### src/rtl/inst_pc_sequencer_pkg.sv
// ============================================================================
// Module  : inst_mem_pkg
// Brief   : Shared types and loop-mode constants for the PC sequencer.
// Revision: 1.0
// ============================================================================
`default_nettype none

package inst_mem_pkg;

    typedef enum logic [1:0] {
        IDLE = 2'd0,
        RUN  = 2'd1,
        DONE = 2'd2
    } seq_state_t;

    localparam logic [1:0] LOOP_DISABLE = 2'd0;
    localparam logic [1:0] LOOP_1D      = 2'd1;
    localparam logic [1:0] LOOP_2D      = 2'd2;
    localparam logic [1:0] LOOP_3D      = 2'd3;

endpackage

`default_nettype wire

### src/rtl/inst_pc_sequencer_if.sv
// ============================================================================
// Module  : inst_pc_sequencer_if
// Brief   : Control/fetch bundle of the PC sequencer. Perf outputs exist only
//           when INST_PC_SEQ_PERF_CNT_EN is defined.
// Revision: 1.0
// ============================================================================
`default_nettype none

interface inst_pc_sequencer_if #(
    parameter int InstMemAddrWidth = 32,
    parameter int LoopNumWidth     = 2
);
    logic                        start_i;
    logic                        stall_i;
    logic                        dbg_en_i;
    logic                        dbg_step_i;
    logic [LoopNumWidth-1:0]     inst_loop_mode_i;
    logic [InstMemAddrWidth-1:0] inst_last_addr_i;
    logic                        inst_jump_i;
    logic [InstMemAddrWidth-1:0] inst_jump_addr_i;
    logic                        inst_loop_done_i;
    logic [InstMemAddrWidth-1:0] inst_pc_o;
    logic                        inst_rd_en_o;
    logic                        inst_adv_o;
    logic                        inst_clr_o;
    logic                        busy_o;
    logic                        done_o;
`ifdef INST_PC_SEQ_PERF_CNT_EN
    logic [31:0]                 perf_retired_o;
    logic [31:0]                 perf_stall_o;
`endif

    // master: the sequencer itself; slave: CSR / loop-control / memory side
    modport master (
        input  start_i, stall_i, dbg_en_i, dbg_step_i, inst_loop_mode_i,
               inst_last_addr_i, inst_jump_i, inst_jump_addr_i, inst_loop_done_i,
`ifdef INST_PC_SEQ_PERF_CNT_EN
        output perf_retired_o, perf_stall_o,
`endif
        output inst_pc_o, inst_rd_en_o, inst_adv_o, inst_clr_o, busy_o, done_o
    );

    modport slave (
        output start_i, stall_i, dbg_en_i, dbg_step_i, inst_loop_mode_i,
               inst_last_addr_i, inst_jump_i, inst_jump_addr_i, inst_loop_done_i,
`ifdef INST_PC_SEQ_PERF_CNT_EN
        input  perf_retired_o, perf_stall_o,
`endif
        input  inst_pc_o, inst_rd_en_o, inst_adv_o, inst_clr_o, busy_o, done_o
    );

endinterface

`default_nettype wire

### src/rtl/inst_pc_sequencer_perf_cnt.sv
// ============================================================================
// Module  : inst_perf_cnt
// Brief   : 32-bit saturating event counter with synchronous clear.
// Revision: 1.0
// ============================================================================
`default_nettype none

module inst_perf_cnt (
    input  wire logic        clk_i,
    input  wire logic        rst_i,
    input  wire logic        i_clr,
    input  wire logic        i_en,
    output logic [31:0]      o_cnt
);
    logic [31:0] r_cnt;

    always_ff @(posedge clk_i) begin
        if (rst_i || i_clr) begin
            r_cnt <= '0;
        end else if (i_en && !(&r_cnt)) begin
            r_cnt <= r_cnt + 32'd1;
        end
    end

    assign o_cnt = r_cnt;

endmodule

`default_nettype wire

### src/rtl/inst_pc_sequencer.sv
// ============================================================================
// Module  : inst_pc_sequencer
// Brief   : Instruction PC sequencer (IDLE/RUN/DONE) with stall/debug
//           qualification. Optional perf counters: INST_PC_SEQ_PERF_CNT_EN.
// Revision: 1.0
// ============================================================================
`default_nettype none

module inst_pc_sequencer
    import inst_mem_pkg::*;
#(
    parameter int InstMemAddrWidth = 32,
    parameter int LoopNumWidth     = 2
) (
    input  wire logic            clk_i,
    input  wire logic            rst_i,
    inst_pc_sequencer_if.master  io_seq
);
    localparam logic [1:0] S_IDLE = IDLE;
    localparam logic [1:0] S_RUN  = RUN;
    localparam logic [1:0] S_DONE = DONE;

    logic [1:0]                  r_state;
    logic [InstMemAddrWidth-1:0] r_pc;
    logic                        w_run;
    logic                        w_start;
    logic                        w_adv;
    logic                        w_fin;

    assign w_run   = (r_state == S_RUN);
    assign w_start = (r_state == S_IDLE) && io_seq.start_i;
    // Stall beats a debug step; a step seen while stalled is simply lost.
    assign w_adv   = w_run && !io_seq.stall_i && (!io_seq.dbg_en_i || io_seq.dbg_step_i);
    assign w_fin   = (io_seq.inst_loop_mode_i == LoopNumWidth'(LOOP_DISABLE))
                   ? (r_pc == io_seq.inst_last_addr_i)
                   : io_seq.inst_loop_done_i;

    always_ff @(posedge clk_i) begin
        if (rst_i) begin
            r_state <= S_IDLE;
            r_pc    <= '0;
        end else begin
            case (r_state)
                S_IDLE: begin
                    if (io_seq.start_i) begin
                        r_pc    <= '0;
                        r_state <= S_RUN;
                    end
                end
                S_RUN: begin
                    if (w_adv) begin
                        if (w_fin) begin
                            r_state <= S_DONE;
                        end else if (io_seq.inst_jump_i) begin
                            r_pc <= io_seq.inst_jump_addr_i;
                        end else begin
                            r_pc <= r_pc + 1'b1;
                        end
                    end
                end
                S_DONE:  r_state <= S_IDLE;
                default: r_state <= S_IDLE;
            endcase
        end
    end

    assign io_seq.inst_pc_o    = r_pc;
    assign io_seq.inst_rd_en_o = w_run;
    assign io_seq.inst_adv_o   = w_adv;
    assign io_seq.inst_clr_o   = w_start || (r_state == S_DONE);
    assign io_seq.busy_o       = (r_state != S_IDLE);
    assign io_seq.done_o       = (r_state == S_DONE);

`ifdef INST_PC_SEQ_PERF_CNT_EN
    logic [31:0] w_retired;
    logic [31:0] w_stalled;

    inst_perf_cnt u_retired (
        .clk_i (clk_i),
        .rst_i (rst_i),
        .i_clr (w_start),
        .i_en  (w_adv),
        .o_cnt (w_retired)
    );

    inst_perf_cnt u_stalled (
        .clk_i (clk_i),
        .rst_i (rst_i),
        .i_clr (w_start),
        .i_en  (w_run && io_seq.stall_i),
        .o_cnt (w_stalled)
    );

    assign io_seq.perf_retired_o = w_retired;
    assign io_seq.perf_stall_o   = w_stalled;
`endif

endmodule

`default_nettype wire

### src/flat_wrapper.sv
// flat-port wrapper written by rule: the top's interface ports become plain ports
module inst_pc_sequencer_flat import inst_mem_pkg::*;
#(
    parameter int InstMemAddrWidth = 32,
    parameter int LoopNumWidth     = 2
)
  (clk_i, rst_i, io_seq_start_i, io_seq_stall_i, io_seq_dbg_en_i, io_seq_dbg_step_i, io_seq_inst_loop_mode_i, io_seq_inst_last_addr_i, io_seq_inst_jump_i, io_seq_inst_jump_addr_i, io_seq_inst_loop_done_i, io_seq_inst_pc_o, io_seq_inst_rd_en_o, io_seq_inst_adv_o, io_seq_inst_clr_o, io_seq_busy_o, io_seq_done_o);
  inst_pc_sequencer_if #(.InstMemAddrWidth(InstMemAddrWidth), .LoopNumWidth(LoopNumWidth)) io_seq_i ();
  input  wire logic clk_i;
  input  wire logic rst_i;
  input wire logic [$bits(io_seq_i.start_i)-1:0] io_seq_start_i;
  input wire logic [$bits(io_seq_i.stall_i)-1:0] io_seq_stall_i;
  input wire logic [$bits(io_seq_i.dbg_en_i)-1:0] io_seq_dbg_en_i;
  input wire logic [$bits(io_seq_i.dbg_step_i)-1:0] io_seq_dbg_step_i;
  input wire logic [$bits(io_seq_i.inst_loop_mode_i)-1:0] io_seq_inst_loop_mode_i;
  input wire logic [$bits(io_seq_i.inst_last_addr_i)-1:0] io_seq_inst_last_addr_i;
  input wire logic [$bits(io_seq_i.inst_jump_i)-1:0] io_seq_inst_jump_i;
  input wire logic [$bits(io_seq_i.inst_jump_addr_i)-1:0] io_seq_inst_jump_addr_i;
  input wire logic [$bits(io_seq_i.inst_loop_done_i)-1:0] io_seq_inst_loop_done_i;
  output wire logic [$bits(io_seq_i.inst_pc_o)-1:0] io_seq_inst_pc_o;
  output wire logic [$bits(io_seq_i.inst_rd_en_o)-1:0] io_seq_inst_rd_en_o;
  output wire logic [$bits(io_seq_i.inst_adv_o)-1:0] io_seq_inst_adv_o;
  output wire logic [$bits(io_seq_i.inst_clr_o)-1:0] io_seq_inst_clr_o;
  output wire logic [$bits(io_seq_i.busy_o)-1:0] io_seq_busy_o;
  output wire logic [$bits(io_seq_i.done_o)-1:0] io_seq_done_o;
  assign io_seq_i.start_i = io_seq_start_i;
  assign io_seq_i.stall_i = io_seq_stall_i;
  assign io_seq_i.dbg_en_i = io_seq_dbg_en_i;
  assign io_seq_i.dbg_step_i = io_seq_dbg_step_i;
  assign io_seq_i.inst_loop_mode_i = io_seq_inst_loop_mode_i;
  assign io_seq_i.inst_last_addr_i = io_seq_inst_last_addr_i;
  assign io_seq_i.inst_jump_i = io_seq_inst_jump_i;
  assign io_seq_i.inst_jump_addr_i = io_seq_inst_jump_addr_i;
  assign io_seq_i.inst_loop_done_i = io_seq_inst_loop_done_i;
  assign io_seq_inst_pc_o = io_seq_i.inst_pc_o;
  assign io_seq_inst_rd_en_o = io_seq_i.inst_rd_en_o;
  assign io_seq_inst_adv_o = io_seq_i.inst_adv_o;
  assign io_seq_inst_clr_o = io_seq_i.inst_clr_o;
  assign io_seq_busy_o = io_seq_i.busy_o;
  assign io_seq_done_o = io_seq_i.done_o;
  inst_pc_sequencer #(.InstMemAddrWidth(InstMemAddrWidth), .LoopNumWidth(LoopNumWidth)) u_core (.clk_i(clk_i), .rst_i(rst_i), .io_seq(io_seq_i));
endmodule
### config.mk
export PLATFORM = sky130hd
export DESIGN_NAME = inst_pc_sequencer_flat
export DESIGN_NICKNAME = d
export VERILOG_FILES = /design/src/rtl/inst_pc_sequencer_pkg.sv /design/src/rtl/inst_pc_sequencer_if.sv /design/src/rtl/inst_pc_sequencer_perf_cnt.sv /design/src/rtl/inst_pc_sequencer.sv /design/src/flat_wrapper.sv
export SDC_FILE = /design/constraint.sdc
export NUM_CORES = 1
export LEC_CHECK = 0
export ABC_AREA = 1
export CAP_MARGIN = 5
export CORE_ASPECT_RATIO = 1.5
export CORE_MARGIN = 8
export CORE_UTILIZATION = 47
export DETAILED_ROUTE_END_ITERATION = 16
export PLACE_DENSITY = 0.82
export SYNTH_ARGS = -nofsm -noshare
export SYNTH_HDL_FRONTEND = slang
export SYNTH_SLANG_ARGS = --single-unit
### constraint.sdc
create_clock -name clk_i -period 2.5 [get_ports clk_i]
set_clock_uncertainty 0.15 [all_clocks]
set_input_delay 0.25 -clock clk_i [delete_from_list [all_inputs] [get_ports clk_i]]
set_output_delay 0.25 -clock clk_i [all_outputs]
set_load 0.1 [all_outputs]
==> metrics <==
die width=84.0 um; Post-Syn Nets=699; antenna violations before repair=0; drt first pass iters=5; Least-Margin Pin Slew=around 0.58 ns; post-CTS resize count=0; RePlAce Congestion=~0.95; Die ar.=about 10000 um2; Num Clock Sinks=34; final worst path period need=2.39 ns; layout cells sized above 1=12.6%; number of global-route vias before repair=4443; Fin. Hold Viols=0; diode count=0; Die Height=118 um; Ports=roughly 110; biggest area consumer among synthesized cells=nand2_1; worst-path cell with the longest stage delay=dfxtp_2; Worst Setup End Kind=register; final global-route overflow total=0; root buf cell=clkbuf_8; largest cells by area after synthesis=nand2_1 (24%), dfxtp_1 (21%), nor2_1 (16%), nand3_1 (8.9%), inv_1 (8.4%); Power Internal=between 1000 and 1500 uW; Rel. slew slack=61.6%; Worst VDD drop=522 uV; crit-path max cell delay=0.44 ns; CTS H-tree lvls=2; switching share of power=54.8%; DRC=0; commonest non-fill, non-tap cell in the layout=nand2_1; later-pin clock latency in the skew report=~0.3 ns; Max-Cap Viols=0; Mapped Cells=624; wire length per cell=approximately 16 um; Detail Route Antenna Nets=0; area grow syn2layout=39.4%; cell breakdown of the critical path=ha_1 -> nand3_1 -> nor2_1 -> nand3_1 -> inv_1 -> nand2_1 -> nand2_1 -> nand3_1 -> o211ai_1 -> inv_1 -> nor2_1 -> nor2_1; Post-synth EDFFs=0; sequential area share after synthesis=20.9%; DR vias=between 4000 and 5000; gr usage total=26.1%; final instance area=~4500 um2; Netlist cell types=27; Yosys warnings=0; Avg Inst Size Synth=5.23 um2; Achievable Freq=0.419 GHz; Power, Total=approximately 3000 uW; mapped cell area=about 3300 um2; CTS tree=done; CTS Buffer Depth=2; Area after DPL=~4500 um2; initial core utilization=47.9%; Total Wirelength=13.4 mm; DP HPWL=10.6 mm; run status=finished, final reports clean; RSZ-0062 raised after global routing=no; CTS buffer count=5; Synth Flop Type=dfxtp_1; Clk pin slew, worst setup/hold paths=0.07 ns; ys async rst share=0%; Combinational Power Share=between 50% and 60%; post-CTS setup buffer count=0; class of the worst hold path=register to register; final net count=812; Arrival @ worst endpoint=~2.4 ns; Cell Pwr Density=655 nW/um2; area share of the largest cell type after synthesis=23.9%; CP Data Required Time=2.55 ns; I/O Buffers=110; Psw=about 1600 uW; Slew Limit Fails=0; Worst Path Class, Setup=register to register; row cnt=37; P_leak=0.00220 uW; Critical Path Start Type=register; vias per cell=5.45; Max FO, Critical Path=9; sequential power share=27.2%; most frequent cells in the layout=nand2_1 (208), nor2_1 (141), clkdlybuf4s50_1 (73); largest net degree at the start of global routing=32; initial DRC count=346; CTS Hold Bufs=0; fin cells=a little over 800; first-pass GRT wire length=21.2 mm; final clock period utilization by the worst path=95.4%; Synth Register Bits=34; Clk pwr share=13.9%; Final setup viols=0; placed insts=808; Core Region=roughly 6800 um2
[registers in the layout (all words and copies together) (netlist names)]
register                 flops
u_core.r_state               2
u_core.io_seq.inst_pc_o     32
[area by class of cell]
class                           instances  area [um2]
Multi-Input combinational cell        494        2210
Fill cell                             678        2260
Sequential cell                        34         707
Timing Repair Buffer                  126        1170
Inverter                               76         288
Tap cell                               78        97.6
Clock buffer                            7        76.3
[path summary, 6_finish.rpt]
check / from / endpoint / slack, ns / depth (start not counted)
setup / recovery: u_core.io_seq.inst_pc_o[0] / u_core.io_seq.inst_pc_o[30] / 0.11 / 12
hold / removal: u_core.io_seq.inst_pc_o[1] / u_core.io_seq.inst_pc_o[1] / 0.43 / 2
setup reg to reg: u_core.io_seq.inst_pc_o[0] / u_core.io_seq.inst_pc_o[30] / 0.11 / 12
hold reg to reg: u_core.io_seq.inst_pc_o[1] / u_core.io_seq.inst_pc_o[1] / 0.43 / 2
[cells in the mapped netlist (8+ instances only)]
library cell	n
clkbuf_1	13
dfxtp_1	34
inv_1	73
nand2_1	208
nand3_1	58
nand4_1	8
nor2_1	142
nor3_1	8
o211ai_1	9
o21ai_0	20
xnor2_1	10
xor2_1	14
[routing by layer]
| metal | routed length [um] | up-vias | part of all wire [%] | global-route usage [%] |
|---|---|---|---|---|
| li1 | - | 2141 | - | - |
| met1 | 5070 | 2030 | 38 | 26.9 |
| met2 | 6870 | 223 | 51 | 47.5 |
| met3 | 813 | 44 | 6.1 | 4.16 |
| met4 | 659 | 0 | 4.9 | 15.4 |
| met5 | 0 | - | 0 | 0 |
[power groups by stage]
stage	Clock, uW	Combinational (uW)	Sequential [uW]
after floorplan	0	669	1380
final	415	1750	808
after global placement	0	1710	811
after detailed placement	0	1740	812
after CTS	413	1750	800
after global routing	427	1880	817
[logic make-up (layout without fill, tap and decap cells)]
| kind of cell | count (synthesis) | after routing | synth area share, % |
|---|---|---|---|
| AOI/OAI and AO/OA | 37 | 37 | 6.83 |
| xor gates and xnor gates | 24 | 24 | 6.45 |
| buffers and inverters | 96 | 209 | 11.8 |
| adders and majority gates | 1 | 1 | 0.384 |
| and+or+nand+nor | 432 | 432 | 53.6 |
| DFF | 34 | 34 | 20.9 |
[metrics by stage]
step	worst slack, ns	util (%)	hold slack (ns)	TNS [ns]
6_report	0.115	66.8	0.431	0
5_1_grt	0.0376	66.8	0.452	0
4_1_cts	0.203	66.8	0.422	0
3_5_place_dp	0.0521	65.7	0.414	0
3_3_place_gp	0.119	65.7	0.412	0
2_1_floorplan	-0.0457	-	0.252	-0.431
[worst max-delay path, delay by kind of cell, from the launching register on]
kind | cells | cell delay (ns)
compound gates | 1 | 0.09
fa+ha+maj | 1 | 0.31
buf+inv | 2 | 0.24
flops | 1 | 0.44
simple gates | 8 | 1.07
No activity file was read; power rests on OpenSTA's default activity.
